### src/rtl/seg7_pkg.sv
// Shared definitions for the 7-segment pattern decoder.
// Holds the segment pattern constants, the pattern decode function and the frame FSM state type.
package seg7_pkg;

   // Active-low segment patterns, bit0=a .. bit6=g
   localparam logic [6:0] SEG_0 = 7'b1000000;
   localparam logic [6:0] SEG_1 = 7'b1111001;
   localparam logic [6:0] SEG_2 = 7'b0100100;
   localparam logic [6:0] SEG_3 = 7'b0110000;
   localparam logic [6:0] SEG_4 = 7'b0011001;
   localparam logic [6:0] SEG_5 = 7'b0010010;
   localparam logic [6:0] SEG_6 = 7'b0000010;
   localparam logic [6:0] SEG_7 = 7'b1111000;
   localparam logic [6:0] SEG_8 = 7'b0000000;
   localparam logic [6:0] SEG_9 = 7'b0010000;
   localparam logic [6:0] SEG_A = 7'b0001000;
   localparam logic [6:0] SEG_B = 7'b0000011;
   localparam logic [6:0] SEG_C = 7'b1000110;
   localparam logic [6:0] SEG_D = 7'b0100001;
   localparam logic [6:0] SEG_E = 7'b0000110;
   localparam logic [6:0] SEG_F = 7'b0001110;

   typedef enum logic {COLLECT, HOLD} state_t;

   // Returns {err, nibble}; unknown patterns give err=1, nibble=0
   function automatic logic [4:0] seg7_decode(input logic [6:0] seg);
      logic [4:0] r;
      case (seg)
         SEG_0:   r = 5'h00;
         SEG_1:   r = 5'h01;
         SEG_2:   r = 5'h02;
         SEG_3:   r = 5'h03;
         SEG_4:   r = 5'h04;
         SEG_5:   r = 5'h05;
         SEG_6:   r = 5'h06;
         SEG_7:   r = 5'h07;
         SEG_8:   r = 5'h08;
         SEG_9:   r = 5'h09;
         SEG_A:   r = 5'h0A;
         SEG_B:   r = 5'h0B;
         SEG_C:   r = 5'h0C;
         SEG_D:   r = 5'h0D;
         SEG_E:   r = 5'h0E;
         SEG_F:   r = 5'h0F;
         default: r = 5'h10;
      endcase
      return r;
   endfunction

endpackage

### src/rtl/seg7_lut.sv
// Combinational inverse 7-segment lookup.
// Ports: seg_n (active-low pattern in), nibble (decoded hex), err (pattern not recognised).
module seg7_lut
   import seg7_pkg::*;
(
   input  logic [6:0] seg_n,
   output logic [3:0] nibble,
   output logic       err
);

   assign {err, nibble} = seg7_decode(seg_n);

endmodule

### src/rtl/seg7_pattern_decoder.sv
// Recovers per-digit hex values from a multiplexed active-low 7-segment bus and offers whole frames.
// Ports: clk, rst_n (async low); seg_n/dig_en_n bus in; frame_value/err/valid, frame_ready handshake; overrun/overrun_clr.
module seg7_pattern_decoder
   import seg7_pkg::*;
#(
   parameter int NUM_DIGITS    = 2,
   parameter int STABLE_CYCLES = 4
) (
   input  logic                    clk,
   input  logic                    rst_n,
   input  logic [6:0]              seg_n,
   input  logic [NUM_DIGITS-1:0]   dig_en_n,
   output logic [4*NUM_DIGITS-1:0] frame_value,
   output logic [NUM_DIGITS-1:0]   frame_err,
   output logic                    frame_valid,
   input  logic                    frame_ready,
   output logic                    overrun,
   input  logic                    overrun_clr
);

   localparam int CW = $clog2(STABLE_CYCLES + 1);

   logic [6:0]              seg_q;
   logic [NUM_DIGITS-1:0]   en_q;
   logic [CW-1:0]           cnt, cnt_nxt;
   logic [4*NUM_DIGITS-1:0] work_val, work_val_nxt;
   logic [NUM_DIGITS-1:0]   work_err, work_err_nxt;
   logic [NUM_DIGITS-1:0]   filled, filled_nxt;
   logic [NUM_DIGITS-1:0]   cap_mask;
   logic [4*NUM_DIGITS-1:0] val_nxt;
   logic [NUM_DIGITS-1:0]   err_nxt;
   logic                    valid_nxt, overrun_nxt;
   state_t                  state, state_nxt;
   logic                    same, onehot, capture, complete, accept;
   logic [3:0]              nibble;
   logic                    dec_err;

   seg7_lut u_lut (
      .seg_n  (seg_q),
      .nibble (nibble),
      .err    (dec_err)
   );

   // A new sample extends the run only if it repeats the held one on a single enabled digit
   assign same    = (seg_n == seg_q) && (dig_en_n == en_q);
   assign onehot  = $onehot(~dig_en_n);
   // Capture exactly on the transition into saturation, so once per stable run
   assign capture = same && onehot && (cnt == CW'(STABLE_CYCLES - 1));
   assign cap_mask = capture ? ~en_q : '0;
   assign complete = &(filled | cap_mask);
   assign accept   = frame_valid && frame_ready;

   always_comb begin
      cnt_nxt = '0;
      if (same && onehot)
         cnt_nxt = (cnt == CW'(STABLE_CYCLES)) ? cnt : cnt + CW'(1);
   end

   always_comb begin
      work_val_nxt = work_val;
      work_err_nxt = work_err;
      for (int d = 0; d < NUM_DIGITS; d++) begin
         if (cap_mask[d]) begin
            work_val_nxt[4*d +: 4] = dec_err ? 4'h0 : nibble;
            work_err_nxt[d]        = dec_err;
         end
      end
   end

   always_comb begin
      state_nxt   = state;
      filled_nxt  = filled | cap_mask;
      val_nxt     = frame_value;
      err_nxt     = frame_err;
      valid_nxt   = frame_valid;
      overrun_nxt = overrun & ~overrun_clr;
      case (state)
         COLLECT: begin
            if (complete) begin
               val_nxt    = work_val_nxt;
               err_nxt    = work_err_nxt;
               valid_nxt  = 1'b1;
               filled_nxt = '0;
               state_nxt  = HOLD;
            end
         end
         HOLD: begin
            if (complete) begin
               filled_nxt = '0;
               if (accept) begin
                  val_nxt = work_val_nxt;
                  err_nxt = work_err_nxt;
               end else begin
                  // Held frame wins; the new one is dropped
                  overrun_nxt = 1'b1;
               end
            end else if (accept) begin
               valid_nxt = 1'b0;
               state_nxt = COLLECT;
            end
         end
         default: state_nxt = COLLECT;
      endcase
   end

   always_ff @(posedge clk or negedge rst_n) begin
      if (!rst_n) begin
         seg_q       <= '1;
         en_q        <= '1;
         cnt         <= '0;
         work_val    <= '0;
         work_err    <= '0;
         filled      <= '0;
         state       <= COLLECT;
         frame_value <= '0;
         frame_err   <= '0;
         frame_valid <= 1'b0;
         overrun     <= 1'b0;
      end else begin
         seg_q       <= seg_n;
         en_q        <= dig_en_n;
         cnt         <= cnt_nxt;
         work_val    <= work_val_nxt;
         work_err    <= work_err_nxt;
         filled      <= filled_nxt;
         state       <= state_nxt;
         frame_value <= val_nxt;
         frame_err   <= err_nxt;
         frame_valid <= valid_nxt;
         overrun     <= overrun_nxt;
      end
   end

endmodule

### config.mk
export PLATFORM = sky130hd
export DESIGN_NAME = seg7_pattern_decoder
export DESIGN_NICKNAME = d
export VERILOG_FILES = /design/src/rtl/seg7_pkg.sv /design/src/rtl/seg7_lut.sv /design/src/rtl/seg7_pattern_decoder.sv
export SDC_FILE = /design/constraint.sdc
export NUM_CORES = 1
export LEC_CHECK = 0
export CAP_MARGIN = 20
export CORE_MARGIN = 2
export CORE_UTILIZATION = 35
export CTS_BUF_LIST = sky130_fd_sc_hd__clkbuf_16
export CTS_CLUSTER_DIAMETER = 150
export DETAILED_ROUTE_END_ITERATION = 10
export GPL_TIMING_DRIVEN = 0
export MAX_ROUTING_LAYER = met4
export PLACE_DENSITY = 0.62
export SYNTH_ARGS = -nofsm -noshare
export SYNTH_HDL_FRONTEND = slang
export SYNTH_HIERARCHICAL = 1
export SYNTH_SLANG_ARGS = --single-unit
### constraint.sdc
create_clock -name clk -period 3.2 [get_ports clk]
set_clock_uncertainty 0.2 [all_clocks]
set_input_delay 0.64 -clock clk [delete_from_list [all_inputs] [get_ports clk]]
set_output_delay 0.64 -clock clk [all_outputs]
set_load 0.005 [all_outputs]
==> impl_metrics.py, run 1 <==
metrics = {
    "logic_synthesis": {
        "synth_fa_ha_area_share_pct": 2.56,
        "synth_enable_flop_cells": 0,
        "ys_seq_area_share_pct": 47.9,
        "synth_top_family_by_area": "simple AND/OR/NAND/NOR gates",
        "synth_compound_area_share_pct": 11.2,
        "muxShareOfSynthArea_pct": 11.5,
        "synth_area_um2": 1960,
        "synth_xor_xnor_area_share_pct": 4.47,
        "synth-simple-area-share_pct": 18.5,
        "synth_seq_cells": 37,
        "yosysMostFrequentCell": "dfrtp_1",
        "ys_types": 50,
        "synth_area_per_cell_um2": 11.9,
        "synthArstFlopShare_pct": 100,
        "syn-num-nets": 181,
        "synth_top_area_share_pct": 35.8,
        "synthFlopType": "dfrtp_1",
        "ys_top_cells_by_area": "dfrtp_1 (36%), dfstp_2 (12%), mux2_2 (9.8%), xor2_1 (3.6%), ha_1 (2.6%)",
        "synthCells": 164,
        "synthTopCellsByCount": "dfrtp_1 (28), mux2_2 (17), dfstp_2 (9)",
        "yosys_warnings": 6,
        "synth_top_area_cell": "dfrtp_1",
    },
    "critical_path": {
        "critPathSlowestCell": "or3_4",
        "end_kind": "register",
        "cp-endpoint": "frame_value[6]",
        "crit_fanout": 5,
        "r2r-start": "seg_q[4]",
        "max_stage_delay_ps": 420,
        "critical_path_class": "input pin to register",
        "cp.arrival_ps": 3080,
        "crit_start": "seg_n[4]",
        "ff2ff_path_depth": 10,
        "cp_data_required_time_ps": 3160,
        "r2r_slack_ps": 130,
        "r2r_end": "frame_value[6]",
        "startpoint_type": "input pin",
        "path_cells": "dlygate4sd2_1 > xor2_1 > or3_4 > nor4_4 > o22ai_2 > ha_2 > nand2b_4 > a221oi_4 > buf_6 > buf_12 > mux2_2",
    },
    "die": {
        "die_width_um": 78.8,
        "die_y_um": 78.8,
        "die_area_um2": 6210,
        "coreArea_um2": 5440,
        "rows": 27,
        "start_util_pct": 36.0,
        "boundaryPins": 25,
    },
    "routing": {
        "antenna_left": 0,
        "drt-total-wl_um": 4000,
        "drt-initial-drc-count": 91,
        "viasPerCell": 5.09,
        "drc": 0,
        "dr.pass1.iters": 4,
        "routedWlPerCell_um": 14.5,
        "vias": 1400,
    },
    "place": {
        "port_buffers": 24,
        "dp_slack_ps": -917,
        "dp_hpwl_um": 2640,
        "place.gp.congestion": 0.862,
        "place_area_um2": 2310,
    },
    "final_layout": {
        "drive_gt1_share_pct": 33.0,
        "final_nets": 219,
        "fillers": 489,
        "layout-area-overhead-vs-synth_pct": 33.1,
        "final_cell_area_um2": 2610,
        "antenna_cells": 0,
    },
    "clock_network": {
        "clock_sinks": 37,
        "cts_htree_levels": 2,
        "clk_path_buf_depth": 2,
        "cts_tree": "built",
        "clock_latency_ps": 280,
        "numCtsBuffers": 5,
        "path_clk_slew_ps": 50,
        "root_buffer": "clkbuf_16",
    },
    "sta": {
        "finalMaxSlewViolations": 0,
        "worst_slew_margin_rel_pct": 46.6,
        "finalCritPeriodShare_pct": 97.7,
        "setup_ws_ps": 73.3,
        "finalHoldViolCount": 0,
        "max_slew.worst_pin.slew_ps": 801,
        "layout_min_cycle_time_ps": 3130,
        "max_freq_mhz": 320,
        "finalSetupViolations": 0,
    },
    "global_routing": {
        "antenna_found_initial": 0,
        "grt_max_degree": 38,
        "grt_overflow_total": 0,
        "grt_pass1_vias": 1474,
        "grt_pass1_wl_um": 6960,
        "track_usage_pct": 14.6,
    },
    "power": {
        "peakVddDrop_mv": 0.347,
        "p_leak_nw": 1.19,
        "p_per_area_nw_per_um2": 397,
    },
    "flow_run": {
        "cap_violations": 0,
    },
    "outcome": {
        "status": "complete, no violations",
    },
    "min_path": {
        "min_path_type": "input pin to asynchronous set/reset pin",
    },
}
critical path, delay by kind of cell:
kind	cells	cell delay, ps
buffers and inverters	3	530
adders and majority gates	1	190
muxes	1	320
xor gates and xnor gates	1	160
AOI/OAI and AO/OA	2	340
and+or+nand+nor	3	890
metal layers:
layer / GRT usage, % / vias to the layer above / routed length (um)
met5: - / - / 0
met4: 4.74 / 0 / 57
met3: 2.73 / 6 / 103
met2: 23.8 / 25 / 1950
met1: 18.5 / 691 / 1890
li1: - / 678 / -
state kept, by name, summed over array words and instances (netlist names):
register,count
cnt,3
filled,2
frame_valid,1
work_val,8
frame_value,8
seg_q,7
en_q,2
state,1
frame_err,2
work_err,2
overrun,1
worst min-delay path by stage:
stage / from / end / slack (ps) / depth (start not counted)
finish: rst_n / overrun / 250 / 1
global route: dig_en_n[0] / en_q[0] / 300 / 1
CTS: rst_n / overrun / 290 / 1
detailed placement: frame_value[3] / frame_value[3] / 280 / 1
global placement: frame_value[2] / frame_value[2] / 270 / 1
floorplan: rst_n / cnt[0] / 140 / 0
cell usage in the layout, fill, tap and decap left out, types with 3 or more instances in the layout:
cell,count
inv_1,8
nor3_1,5
nand3_1,3
dfrtp_1,28
nor2b_1,5
mux2_2,17
nor3b_1,4
o21ai_0,3
clkdlybuf4s50_1,15
a21oi_1,4
nand2_1,7
ha_1,3
nand2b_1,3
mux2_1,3
clkbuf_16,5
dfstp_2,9
xor2_1,6
buf_4,5
dlygate4sd2_1,4
buf_2,4
a31oi_1,3
buf_6,3
nor2_1,6
where the power goes:
group / switching (mW) / internal, mW / total (mW)
registers: 0.00852 / 0.479 / 0.488
logic: 0.0532 / 0.0402 / 0.0933
clock network: 0.173 / 0.280 / 0.453
total: 0.235 / 0.799 / 1.03
timing repair:
action                     4_1_cts  5_1_grt
pin swaps                        5        7
buffers inserted                 5        1
setup endpoints to repair       10       10
resized for setup               15        8
hold buffers                     0        0
cloned                           1        0
area by class of cell:
cell class                      instances  area [um^2]  share of cell area, %
Clock inverter                          3         11.3                  0.432
Sequential cell                        37          937                   36.0
Multi-Input combinational cell        114         1050                   40.2
Clock buffer                            5          125                   4.80
Tap cell                               72         90.1                   3.46
Inverter                                6         22.5                  0.864
Buffer                                  7         52.6                   2.02
Timing Repair Buffer                   31          319                   12.2
per-stage QoR:
step / utilization, % / TNS [ps] / std cells / power, mW / hold slack [ps]
floorplan: - / -308 / 164 / 0.545 / 144
global placement: 42.5 / -9150 / 260 / 0.583 / 270
detailed placement: 42.4 / -9190 / 260 / 0.583 / 277
CTS: 47.5 / 0 / 274 / 1.04 / 287
global route: 47.9 / -73.5 / 275 / 1.07 / 299
finish: 47.9 / 0 / 275 / 1.03 / 253
kinds of logic (layout without fill, tap and decap cells):
logic type	after synthesis	count (layout)
xor gates and xnor gates	10	10
adders and majority gates	4	4
buffers and inverters	13	52
AOI/OAI and AO/OA	26	26
DFF	37	37
muxes	20	20
and+or+nand+nor	54	54
(Power assumes the default switching activity.)
==> run 2, diff against run 1 <==
CTS_BUF_LIST = sky130_fd_sc_hd__clkbuf_2 sky130_fd_sc_hd__clkbuf_4 sky130_fd_sc_hd__clkbuf_8   (was sky130_fd_sc_hd__clkbuf_16)
REMOVE_ABC_BUFFERS = 1   (was default)
==> run 2 against run 1 <==
Against the previous run:
- clock power shrank 7.5%
- non-clock buffer count grew 3
- flip-flop and latch count is the same
- register-to-register slack gained 60 ps
- critical path depth shrank 1
- largest cell class unchanged
- largest power group unchanged
- highest routed layer unchanged
- global-route usage shrank 0.48 points
- via count grew 0.29%
- sequential power grew 1%
- critical path type unchanged
- maximum frequency grew 0.39%
- die area is the same
- design area shrank 1.3%
==> impl_metrics.py, run 2 (synthesis results as in run 1) <==
metrics = {
    "outcome": {
        "status": "complete, no violations",
    },
    "critical_path": {
        "r2r_end": "frame_err[0]",
        "path_cells": "dlygate4sd2_1 > nand4bb_1 > buf_4 > buf_4 > a2111oi_1 > a31oi_1 > a221oi_4 > buf_4 > buf_12 > mux2_2",
        "critical_path_class": "input pin to register",
        "cp_data_required_time_ps": 3170,
        "r2r_slack_ps": 190,
        "crit_fanout": 5,
        "critPathSlowestCell": "a2111oi_1",
        "ff2ff_path_depth": 10,
        "cpMostUsedCell": "buf_4",
        "max_stage_delay_ps": 460,
        "cp-endpoint": "frame_err[0]",
        "startpoint_type": "input pin",
        "r2r-start": "seg_q[5]",
        "cp.arrival_ps": 3090,
        "crit_start": "dig_en_n[1]",
        "end_kind": "register",
    },
    "clock_network": {
        "clock_latency_ps": 280,
        "cts_hold_buf": 0,
        "clock_sinks": 37,
        "numCtsBuffers": 5,
        "cts_tree": "built",
        "path_clk_slew_ps": 80,
        "clk_path_buf_depth": 2,
        "root_buffer": "clkbuf_8",
        "cts_htree_levels": 2,
    },
    "power": {
        "power.share.clock_pct": 42.2,
        "p_seq_share_pct": 49.6,
        "p_leak_nw": 1.18,
        "power_switching_mw": 0.225,
        "p_sw_share_pct": 22.7,
        "p_int_mw": 0.769,
        "peakVddDrop_mv": 0.248,
        "comb_power_share_pct": 8.3,
        "p_per_area_nw_per_um2": 387,
    },
    "final_layout": {
        "drive_gt1_share_pct": 32.5,
        "antenna_cells": 0,
        "fillers": 511,
        "final_common_cell": "dfrtp_1",
        "fin_cells": 278,
        "final_cell_area_um2": 2570,
        "reg.largest.list": "frame_value x8, work_val x8, seg_q x7",
        "layout-area-overhead-vs-synth_pct": 31.4,
        "regArea_um2": 945,
        "multi_input_area_um2": 996,
        "mostFrequentLayoutCells": "dfrtp_1 (28), mux2_2 (17), clkdlybuf4s50_1 (14), buf_4 (14)",
        "final_nets": 222,
    },
    "die": {
        "boundaryPins": 25,
        "start_util_pct": 36.0,
        "die_y_um": 78.8,
        "coreArea_um2": 5440,
        "die_area_um2": 6210,
        "rows": 27,
        "die_width_um": 78.8,
    },
    "sta": {
        "tns_ps": 0,
        "finalCritPeriodShare_pct": 97.3,
        "worst_slew_margin_rel_pct": 46.0,
        "rsz0062_at_grt": "no",
        "max_slew.worst_pin.slew_ps": 811,
        "finalSetupViolations": 0,
        "layout_min_cycle_time_ps": 3110,
        "max_freq_mhz": 321,
        "finalHoldViolCount": 0,
        "finalMaxSlewViolations": 0,
    },
    "routing": {
        "drc": 0,
        "routedWlPerCell_um": 14.2,
        "drt-total-wl_um": 3950,
        "drt-initial-drc-count": 58,
        "vias": 1404,
        "dr.pass1.iters": 4,
        "antenna_left": 0,
        "viasPerCell": 5.05,
    },
    "global_routing": {
        "grt_overflow_total": 0,
        "grt_pass1_vias": 1409,
        "antenna_found_initial": 0,
        "grt_pass1_wl_um": 6790,
        "track_usage_pct": 14.1,
        "grt_max_degree": 38,
    },
    "place": {
        "place_area_um2": 2230,
        "place.gp.congestion": 0.757,
        "dp_hpwl_um": 2450,
        "dp_cells": 253,
        "port_buffers": 24,
    },
    "flow_run": {
        "cap_violations": 0,
    },
    "min_path": {
        "min_path_type": "input pin to asynchronous set/reset pin",
    },
}
-- run 2: worst max-delay path: cells and delay by family --
kind,cells,cell delay [ps]
buffers and inverters,5,820
AO/OA/AOI/OAI,3,1100
multiplexers,1,320
AND/OR/NAND/NOR,1,210
-- run 2: worst min-delay path by stage --
| stage | to | start |
|---|---|---|
| CTS | frame_value[0] | rst_n |
| detailed placement | frame_value[1] | frame_value[1] |
| finish | frame_value[0] | rst_n |
| global placement | frame_value[2] | frame_value[2] |
| global route | frame_value[4] | rst_n |
| floorplan | cnt[0] | rst_n |
-- run 2: repair_timing --
action,4_1_cts,5_1_grt
gates resized for setup,13,9
endpoints found under the setup margin,11,10
buffers inserted,10,6
pin swaps,7,5
gates cloned,1,0
-- run 2: area by class of cell --
class	instances	share of cell area (%)
clock buffers	6	3.21
repair buffers	41	15.5
multi-input cells	114	38.7
flip-flops and latches	37	36.7
clock inverters	2	1.46
well taps	72	3.50
inverters	6	0.875
-- run 2: power groups by stage --
stage,Clock [mW],Sequential (mW),Combinational (mW)
6_report,0.419,0.493,0.0823
5_1_grt,0.444,0.494,0.0902
4_1_cts,0.427,0.499,0.0701
3_5_place_dp,0,0.508,0.0662
3_3_place_gp,0,0.508,0.0666
2_1_floorplan,0,0.502,0.0343
-- run 2: routing by layer --
layer  share of wire [%]  wire (um)  GRT usage, %
met1                  49       1920          19.0
met2                  46       1820          21.5
met3                 4.8        191          4.43
met4                0.38         15          2.46
met5                   0          0             -
-- run 2: stage by stage --
stage	worst slack (ps)	total power [mW]	utilization, %	hold WS [ps]
after CTS	24.0	0.996	45.8	271
after global placement	-1220	0.575	41.1	278
after global routing	3.49	1.03	47.3	304
after floorplan	-308	0.536	-	144
after detailed placement	-1240	0.574	41.0	275
final	85.3	0.994	47.3	244
